$ cat src/rtl/display_refresh_scheduler.sv
// Two-digit multiplexed seven-segment refresh controller with frame-aligned value commit.
// Optional build macro LEADING_ZERO_BLANK_EN blanks the tens digit when it is zero.
module display_refresh_scheduler #(
    parameter int unsigned DWELL_W   = 6,
    parameter int unsigned BLANK_CYC = 5
) (
    input  logic       clk_pi,
    input  logic       rst_pi,
    input  logic [3:0] value_pi,
    input  logic       value_valid_pi,
    output logic       value_ready_po,
    output logic [1:0] anode_po,
    output logic [6:0] cathode_po,
    output logic [3:0] disp_value_po,
    output logic       frame_tick_po
);

    localparam int unsigned BLANK_W = $clog2(BLANK_CYC + 1);
    localparam int unsigned CNT_W   = (DWELL_W > BLANK_W) ? DWELL_W : BLANK_W;
    localparam logic [CNT_W-1:0] DWELL_LAST = CNT_W'((64'd1 << DWELL_W) - 64'd1);
    localparam logic [CNT_W-1:0] BLANK_LAST = CNT_W'(BLANK_CYC - 1);

    typedef enum logic [2:0] {
        IDLE    = 3'd0,
        SHOW_D0 = 3'd1,
        BLANK_0 = 3'd2,
        SHOW_D1 = 3'd3,
        BLANK_1 = 3'd4
    } state_t;

    state_t           state_q, state_d;
    logic [CNT_W-1:0] cnt_q, cnt_d;
    logic [3:0]       shadow_q, shadow_d;
    logic             pending_q, pending_d;
    logic [3:0]       disp_d;
    logic             ready_d;
    logic [1:0]       anode_d;
    logic [6:0]       cathode_d;
    logic             tick_d;
    logic [3:0]       units_d, tens_d;

    // Active-low segment pattern {g,f,e,d,c,b,a} for a decimal digit
    function automatic logic [6:0] seg7(input logic [3:0] d);
        case (d)
            4'd0:    seg7 = 7'h40;
            4'd1:    seg7 = 7'h79;
            4'd2:    seg7 = 7'h24;
            4'd3:    seg7 = 7'h30;
            4'd4:    seg7 = 7'h19;
            4'd5:    seg7 = 7'h12;
            4'd6:    seg7 = 7'h02;
            4'd7:    seg7 = 7'h78;
            4'd8:    seg7 = 7'h00;
            4'd9:    seg7 = 7'h10;
            default: seg7 = 7'h7F;
        endcase
    endfunction

    // Next-state, handshake/commit and output decode
    always_comb begin
        state_d   = state_q;
        shadow_d  = shadow_q;
        pending_d = pending_q;
        disp_d    = disp_value_po;
        tick_d    = 1'b0;
        anode_d   = 2'b11;
        cathode_d = 7'h7F;
        units_d   = 4'd0;
        tens_d    = 4'd0;

        case (state_q)
            IDLE:    state_d = SHOW_D0;
            SHOW_D0: if (cnt_q == DWELL_LAST) state_d = BLANK_0;
            BLANK_0: if (cnt_q == BLANK_LAST) state_d = SHOW_D1;
            SHOW_D1: if (cnt_q == DWELL_LAST) state_d = BLANK_1;
            BLANK_1: if (cnt_q == BLANK_LAST) begin
                state_d = SHOW_D0;
                tick_d  = 1'b1;
            end
            default: state_d = IDLE;
        endcase

        cnt_d = (state_d != state_q) ? '0 : cnt_q + CNT_W'(1);

        // Pending blocks ready, so a commit and a new transfer never coincide
        if (tick_d && pending_q) begin
            disp_d    = shadow_q;
            pending_d = 1'b0;
        end else if (value_valid_pi && value_ready_po) begin
            shadow_d  = value_pi;
            pending_d = 1'b1;
        end
        ready_d = ~pending_d;

        if (disp_d >= 4'd10) begin
            units_d = 4'(disp_d - 4'd10);
            tens_d  = 4'd1;
        end else begin
            units_d = disp_d;
            tens_d  = 4'd0;
        end

        case (state_d)
            SHOW_D0: begin
                anode_d   = 2'b10;
                cathode_d = seg7(units_d);
            end
            SHOW_D1: begin
                anode_d = 2'b01;
`ifdef LEADING_ZERO_BLANK_EN
                cathode_d = (tens_d == 4'd0) ? 7'h7F : seg7(tens_d);
`else
                cathode_d = seg7(tens_d);
`endif
            end
            default: begin
                anode_d   = 2'b11;
                cathode_d = 7'h7F;
            end
        endcase
    end

    // State and registered outputs
    always_ff @(posedge clk_pi) begin
        if (!rst_pi) begin
            state_q        <= IDLE;
            cnt_q          <= '0;
            shadow_q       <= 4'd0;
            pending_q      <= 1'b0;
            disp_value_po  <= 4'd0;
            value_ready_po <= 1'b1;
            anode_po       <= 2'b11;
            cathode_po     <= 7'h7F;
            frame_tick_po  <= 1'b0;
        end else begin
            state_q        <= state_d;
            cnt_q          <= cnt_d;
            shadow_q       <= shadow_d;
            pending_q      <= pending_d;
            disp_value_po  <= disp_d;
            value_ready_po <= ready_d;
            anode_po       <= anode_d;
            cathode_po     <= cathode_d;
            frame_tick_po  <= tick_d;
        end
    end

endmodule
$ cat config.mk
export PLATFORM = sky130hd
export DESIGN_NAME = display_refresh_scheduler
export DESIGN_NICKNAME = d
export VERILOG_FILES = /design/src/rtl/display_refresh_scheduler.sv
export SDC_FILE = /design/constraint.sdc
export NUM_CORES = 1
export LEC_CHECK = 0
export ABC_AREA = 1
export CAP_MARGIN = 40
export CORE_ASPECT_RATIO = 1.75
export CORE_MARGIN = 4
export CORE_UTILIZATION = 55
export CTS_BUF_LIST = sky130_fd_sc_hd__clkbuf_4
export CTS_CLUSTER_SIZE = 30
export DETAILED_ROUTE_END_ITERATION = 8
export PLACE_DENSITY = 0.83
export RECOVER_POWER = 25
export SYNTH_ARGS = -nofsm -noshare
export SYNTH_HDL_FRONTEND = slang
export SYNTH_SLANG_ARGS = --single-unit
$ cat constraint.sdc
create_clock -name clk_pi -period 2.4 [get_ports clk_pi]
set_input_delay 0.48 -clock clk_pi [delete_from_list [all_inputs] [get_ports clk_pi]]
set_output_delay 0.48 -clock clk_pi [all_outputs]
set_load 0.005 [all_outputs]
==> results of run 1 <==
-- registers in the layout, summed over array words and instances, names as in the netlist --
name            cells
pending_q           1
state_q             3
cnt_q               6
cathode_po          7
frame_tick_po       1
disp_value_po       4
shadow_q            4
anode_po            2
value_ready_po      1
-- worst min-delay path by stage --
stage	from	end	slack [ps]	depth (start not counted)
final	shadow_q[2]	shadow_q[2]	470	2
after global routing	shadow_q[2]	shadow_q[2]	500	2
after CTS	shadow_q[2]	shadow_q[2]	470	2
after detailed placement	cnt_q[0]	cnt_q[0]	460	1
after global placement	cnt_q[0]	cnt_q[0]	440	1
after floorplan	shadow_q[2]	shadow_q[2]	430	2
-- timing repair --
item / 4_1_cts / 5_1_grt
resized for setup: 0 / 1
hold buffers: 0 / 0
setup endpoints to repair: 0 / 1
-- metal layers --
| layer | part of all wire [%] | track usage [%] | vias up |
|---|---|---|---|
| li1 | - | - | 639 |
| met1 | 34 | 16.67 | 565 |
| met2 | 57 | 35.01 | 40 |
| met3 | 5.1 | 6.619 | 11 |
| met4 | 4.1 | 14.13 | 0 |
| met5 | 0 | 0 | - |
-- kinds of logic (layout without fill, tap and decap cells) --
| kind of cell | after synthesis | count (layout) | share of synthesized area [%] |
|---|---|---|---|
| compound gates | 22 | 22 | 10.50 |
| xor+xnor | 1 | 1 | 1.119 |
| fa+ha+maj | 4 | 4 | 3.442 |
| buf+inv | 32 | 62 | 8.262 |
| flops | 29 | 29 | 39.93 |
| simple gates | 95 | 95 | 36.75 |
-- power breakdown --
group          total (µW)  switching [µW]  internal (µW)
logic                97.0            50.1           46.9
clock network         272             166            106
registers             515            12.2            503
total                 884             228            656
-- worst max-delay path, delay by kind of cell (launching register included) --
kind	cells	cell delay (ps)
AOI/OAI and AO/OA	1	210
adders and majority gates	2	460
buffers and inverters	2	100
DFF	1	340
and+or+nand+nor	9	970
-- area by class of cell --
cell class / count / area share [%]
flip-flops and latches: 29 / 33.62
repair buffers: 22 / 12.61
well taps: 26 / 1.884
multi-input cells: 122 / 42.03
inverters: 32 / 6.956
clock inverters: 3 / 0.7246
clock buffers: 5 / 2.174
-- Yosys cell counts --
master,number
nand2_1,38
dfxtp_1,29
inv_1,21
nand2_2,13
nor2_1,13
inv_2,10
nand3_1,10
a21oi_1,8
nand4_1,6
o21ai_0,6
ha_1,4
a21oi_2,3
nand2_4,3
nand3_2,2
nand3_4,2
nand3b_1,2
a211oi_1,1
a21oi_4,1
a2bb2oi_1,1
clkinv_1,1
nor2_4,1
nor2_8,1
nor3_2,1
nor3_4,1
nor4_1,1
o21ai_4,1
o31ai_1,1
or2_2,1
xor2_2,1
-- stage by stage --
step,power [µW],cells
2_1_floorplan,580.7,183
3_3_place_gp,624.7,231
3_5_place_dp,629.3,231
4_1_cts,901.6,239
5_1_grt,933.6,239
6_report,883.9,239
==> out/qor.yml, run 1 <==
cts:
  post_cts_buffers: 0
  clk_latency_ps: 330
  cts.path.max_buffers: 2
  cts_buffers: 5
  cts_max_level: 2
  cts_tree: "yes"
  cts.sinks: 29
  clk_pin_slew_worst_paths_ps: 90
  root_buffer: "clkbuf_4"
route:
  wl_mm: 2.956
  ant_nets: 0
  drc: 0
  routedWlPerCell_um: 12.37
  drtPass1Iterations: 4
  vias: 1255
  drt-initial-drc-count: 29
  viasPerCell: 5.251
die:
  dieArea_mm2: 0.003562
  ios: 22
  die_y_um: 76.02
  die_w_um: 46.87
  initial_core_util_pct: 57.64
  core_area_mm2: 0.002522
  std_cell_rows: 24
place:
  dp_slack_ps: 146.7
  place.gp.congestion: 0.8307
  io_buffers: 21
  dp_hpwl_mm: 2.390
  dpl-instance-area_mm2: 0.001704
timing:
  finalCriticalPeriod_ps: 2180
  setup_viol: 0
  fin_ws_ps: 220.3
  fin_tns_setup_ps: 0
  slew-limit-headroom_pct: 60.32
  timing.fmax_mhz: 458.8
  rsz0062_at_grt: "no"
  clock_skew_ps: 9.065
  tightestPinTransition_ps: 590.7
  drv_slew: 0
  fin_crit_sh_pct: 90.82
  fin_hold_ws_ps: 471.1
  timing_hold_violations_final: 0
finish:
  final_cell_mix: "nand2_1, dfxtp_1, inv_1"
  n_antenna_cell: 0
  seq_area_um2: 580.6
  drive_gt1_share_pct: 20.66
  nFillCells: 226
  fin_nets: 223
  fin_util_pct: 68.45
  final_area_mm2: 0.001727
  area_delta_synth_final_pct: 18.76
  multiInputGateArea_um2: 725.7
  final_common_cell: "nand2_1"
global_routing:
  grt_pass1_vias: 1293
  grt_pass1_wl_mm: 5.181
  grt_use_total_pct: 19.96
  grt_max_degree: 11
  antenna_found_initial: 0
  grt_overflow: 0
synth:
  synthTopCellsByArea: "dfxtp_1, nand2_1, nand2_2"
  synth_top_area_share_pct: 39.93
  synth_seq_cells: 29
  synth_nets: 194
  synthCells: 183
  yosysUniqueCellTypes: 29
  yosysWarnings: 0
  seq_area_frac_synth_pct: 39.93
  syn-mean-instance-area_um2: 7.945
  syn_area_mm2: 0.001454
  synth_area_leader_cell: "dfxtp_1"
setup_path:
  start_kind: "register"
  critical_path.most_common_cell: "nand2_1"
  cp_max_fo: 10
  end_kind: "register"
  startpoint: "cnt_q[0]"
  r2r_cells: 14
  crit_path_max_incr_delay_ps: 340
  crit_chain: "inv_1 -> ha_1 -> nand3_4 -> nor2_8 -> nand3_4 -> nand2_1 -> nand2_4 -> o21ai_1 -> ha_1 -> nand3b_1 -> nand2_2 -> inv_2 -> nand2_1 -> nand2_1"
  crit_required_ps: 2620
  worst_ep_arrival_time_ps: 2400
  regToRegSetupSlack_ps: 220
  crit_type: "register to register"
  crit_slowest_cell: "dfxtp_1"
  rr_startpoint: "cnt_q[0]"
  worstSetupEndpoint: "cathode_po[3]"
  r2r-end: "cathode_po[3]"
power:
  peakVddDrop_v: 0.0004086
  powerDensity_mw_per_mm2: 511.9
  leakage_uw: 0.0007447
min_path:
  hold_path_class: "register to register"
run_status:
  status: "finished clean"
run:
  cap_violations: 0
No activity file was read; power rests on OpenSTA's default activity.
==> inputs of run 2 (changes only) <==
--- a/config.mk
+++ b/config.mk
@@ -15,6 +15,7 @@
 export DETAILED_ROUTE_END_ITERATION = 8
 export PLACE_DENSITY = 0.83
 export RECOVER_POWER = 25
+export SETUP_SLACK_MARGIN = 0.02
 export SYNTH_ARGS = -nofsm -noshare
 export SYNTH_HDL_FRONTEND = slang
 export SYNTH_SLANG_ARGS = --single-unit
==> constraint.sdc (replaced) <==
create_clock -name clk_pi -period 2.3 [get_ports clk_pi]
set_input_delay 0.46 -clock clk_pi [delete_from_list [all_inputs] [get_ports clk_pi]]
set_output_delay 0.46 -clock clk_pi [all_outputs]
set_load 0.005 [all_outputs]
==> out/qor.yml, run 2 (synthesis gave the netlist of run 1 again) <==
run_status:
  status: "finished clean"  # unchanged
global_routing:
  antenna_found_initial: 0  # unchanged
  grt_pass1_wl_mm: 5.106  # was 5.181 mm
  grt_overflow: 0  # unchanged
  grt_pass1_vias: 1325  # was 1293
  grt_max_degree: 11  # unchanged
  grt_use_total_pct: 19.75  # was 19.96%
die:
  core_area_mm2: 0.002522  # unchanged
  die_w_um: 46.87  # unchanged
  std_cell_rows: 24  # unchanged
  ios: 22  # unchanged
  initial_core_util_pct: 57.64  # unchanged
  die_y_um: 76.02  # unchanged
  dieArea_mm2: 0.003562  # unchanged
setup_path:
  worst_ep_arrival_time_ps: 2370  # was 2400 ps
  end_kind: "register"  # unchanged
  crit_type: "register to register"  # unchanged
  start_kind: "register"  # unchanged
  crit_required_ps: 2530  # was 2620 ps
  rr_startpoint: "cnt_q[0]"  # unchanged
  startpoint: "cnt_q[0]"  # unchanged
  cp_max_fo: 5  # was 10
cts:
  hold_buffers: 0  # unchanged
  cts_tree: "yes"  # unchanged
  clk_latency_ps: 330  # about the same
  clk_pin_slew_worst_paths_ps: 90  # about the same
  root_buffer: "clkbuf_4"  # unchanged
  cts.sinks: 29  # unchanged
  cts_max_level: 2  # unchanged
  cts.path.max_buffers: 2  # unchanged
  cts_buffers: 5  # unchanged
power:
  power_uw: 945.6  # was 883.9 µW
  leakage_uw: 0.0007758  # was 0.0007447 µW
  peakVddDrop_v: 0.0004477  # was 0.0004086 V
  powerDensity_mw_per_mm2: 522.3  # was 511.9 mW/mm²
finish:
  fin_nets: 230  # was 223
  final_cell_mix: "nand2_1, dfxtp_1, inv_1, clkdlybuf4s50_1"  # was nand2_1, dfxtp_1, inv_1
  n_antenna_cell: 0  # unchanged
  reg_top3: "cathode_po: 7 flops, cnt_q: 6 flops"  # unchanged
  top_register: "cathode_po"  # unchanged
  drive_gt1_share_pct: 26.36  # was 20.66%
  area_delta_synth_final_pct: 24.53  # was 18.76%
  largest_register_ffs: 7  # unchanged
  final_common_cell: "nand2_1"  # unchanged
route:
  wl_mm: 3.138  # was 2.956 mm
  drtPass1Iterations: 4  # unchanged
  viasPerCell: 5.333  # was 5.251
  ant_nets: 0  # unchanged
  routedWlPerCell_um: 12.76  # was 12.37 µm
  drt-initial-drc-count: 27  # was 29
  vias: 1312  # was 1255
  drc: 0  # unchanged
timing:
  rsz0062_at_grt: "no"  # unchanged
  timing_hold_violations_final: 0  # unchanged
  clock_skew_ps: 7.843  # was 9.065 ps
  slew-limit-headroom_pct: 59.62  # was 60.32%
  setup_viol: 0  # unchanged
  tightestPinTransition_ps: 601.0  # was 590.7 ps
  timing.fmax_mhz: 465.4  # was 458.8 MHz
  fin_crit_sh_pct: 93.43  # was 90.82%
  fin_ws_ps: 151.1  # was 220.3 ps
  fin_tns_setup_ps: 0  # unchanged
  drv_slew: 0  # unchanged
  finalCriticalPeriod_ps: 2149  # was 2180 ps
min_path:
  hold_path_class: "register to register"  # unchanged
  hold_path_startpoint: "cnt_q[0]"  # was shadow_q[2]
place:
  dp_hpwl_mm: 2.374  # was 2.390 mm
  place.gp.congestion: 0.8348  # was 0.8307
  io_buffers: 21  # unchanged
  dp_slack_ps: 29.04  # was 146.7 ps
run:
  cap_violations: 0  # unchanged
run 2: cell count changes in the layout (fill, tap and decap cells not counted), moves of 2 or more:
cell,delta
buf_4,+4
clkinv_1,-2
nand2_1,-2
nand2_2,+2
run 2: repair_timing:
| action | 4_1_cts | 5_1_grt |
|---|---|---|
| resized for setup | 0 | 5 |
| setup endpoints to repair | 0 | 1 |
| setup buffers | 0 | 3 |
run 2: worst max-delay path, cell delays in order, from the launching register on:
cell and delay, ps:
dfxtp_2 350, inv_1 60, ha_2 190, nand3_4 120, nor2_8 170, nand4_1 150, nand2_2 160, nand2_4 90
o21ai_2 150, ha_1 250, nand3b_1 160, nand2_2 80, inv_2 30, nand2_1 40, nand2_1 40
run 2: final timing paths:
| check | end | slack [ps] | depth (start not counted) |
|---|---|---|---|
| hold reg to reg | cnt_q[0] | 440 | 1 |
| setup reg to reg | cathode_po[3] | 150 | 14 |
| hold / removal | cnt_q[0] | 440 | 1 |
| setup / recovery | cathode_po[3] | 150 | 14 |
run 2: layout make-up:
type | count | area, µm²
clock buffer | 6 | 45.04
clock inverter | 2 | 10.01
fill | 212 | 711.9
inverter | 32 | 120.1
multi-input combinational | 124 | 769.5
sequential | 29 | 581.8
tap | 26 | 32.53
timing repair buffer | 27 | 251.5
run 2: power by group:
part	switching [µW]	internal [µW]
Clock	173	128
Sequential	13.5	525
Combinational	54.2	51.9
run 2: metal layers:
layer / GRT usage [%] / vias up / wire (µm)
li1: - / 656 / -
met4: 17.73 / 0 / 212
met3: 6.147 / 21 / 143
met1: 16.59 / 591 / 1049
met2: 32.97 / 44 / 1732
met5: 0 / - / 0
run 2: per-stage QoR:
stage / std cells / hold WS, ps / area (µm²) / utilization, %
final: 246 / 443.3 / 1810 / 71.78
after global routing: 246 / 462.0 / 1810 / 71.78
after CTS: 241 / 475.6 / 1774 / 70.34
after detailed placement: 233 / 461.4 / 1719 / 68.15
after global placement: 233 / 442.7 / 1719 / 68.15
after floorplan: 183 / 429.1 / 1454 / -
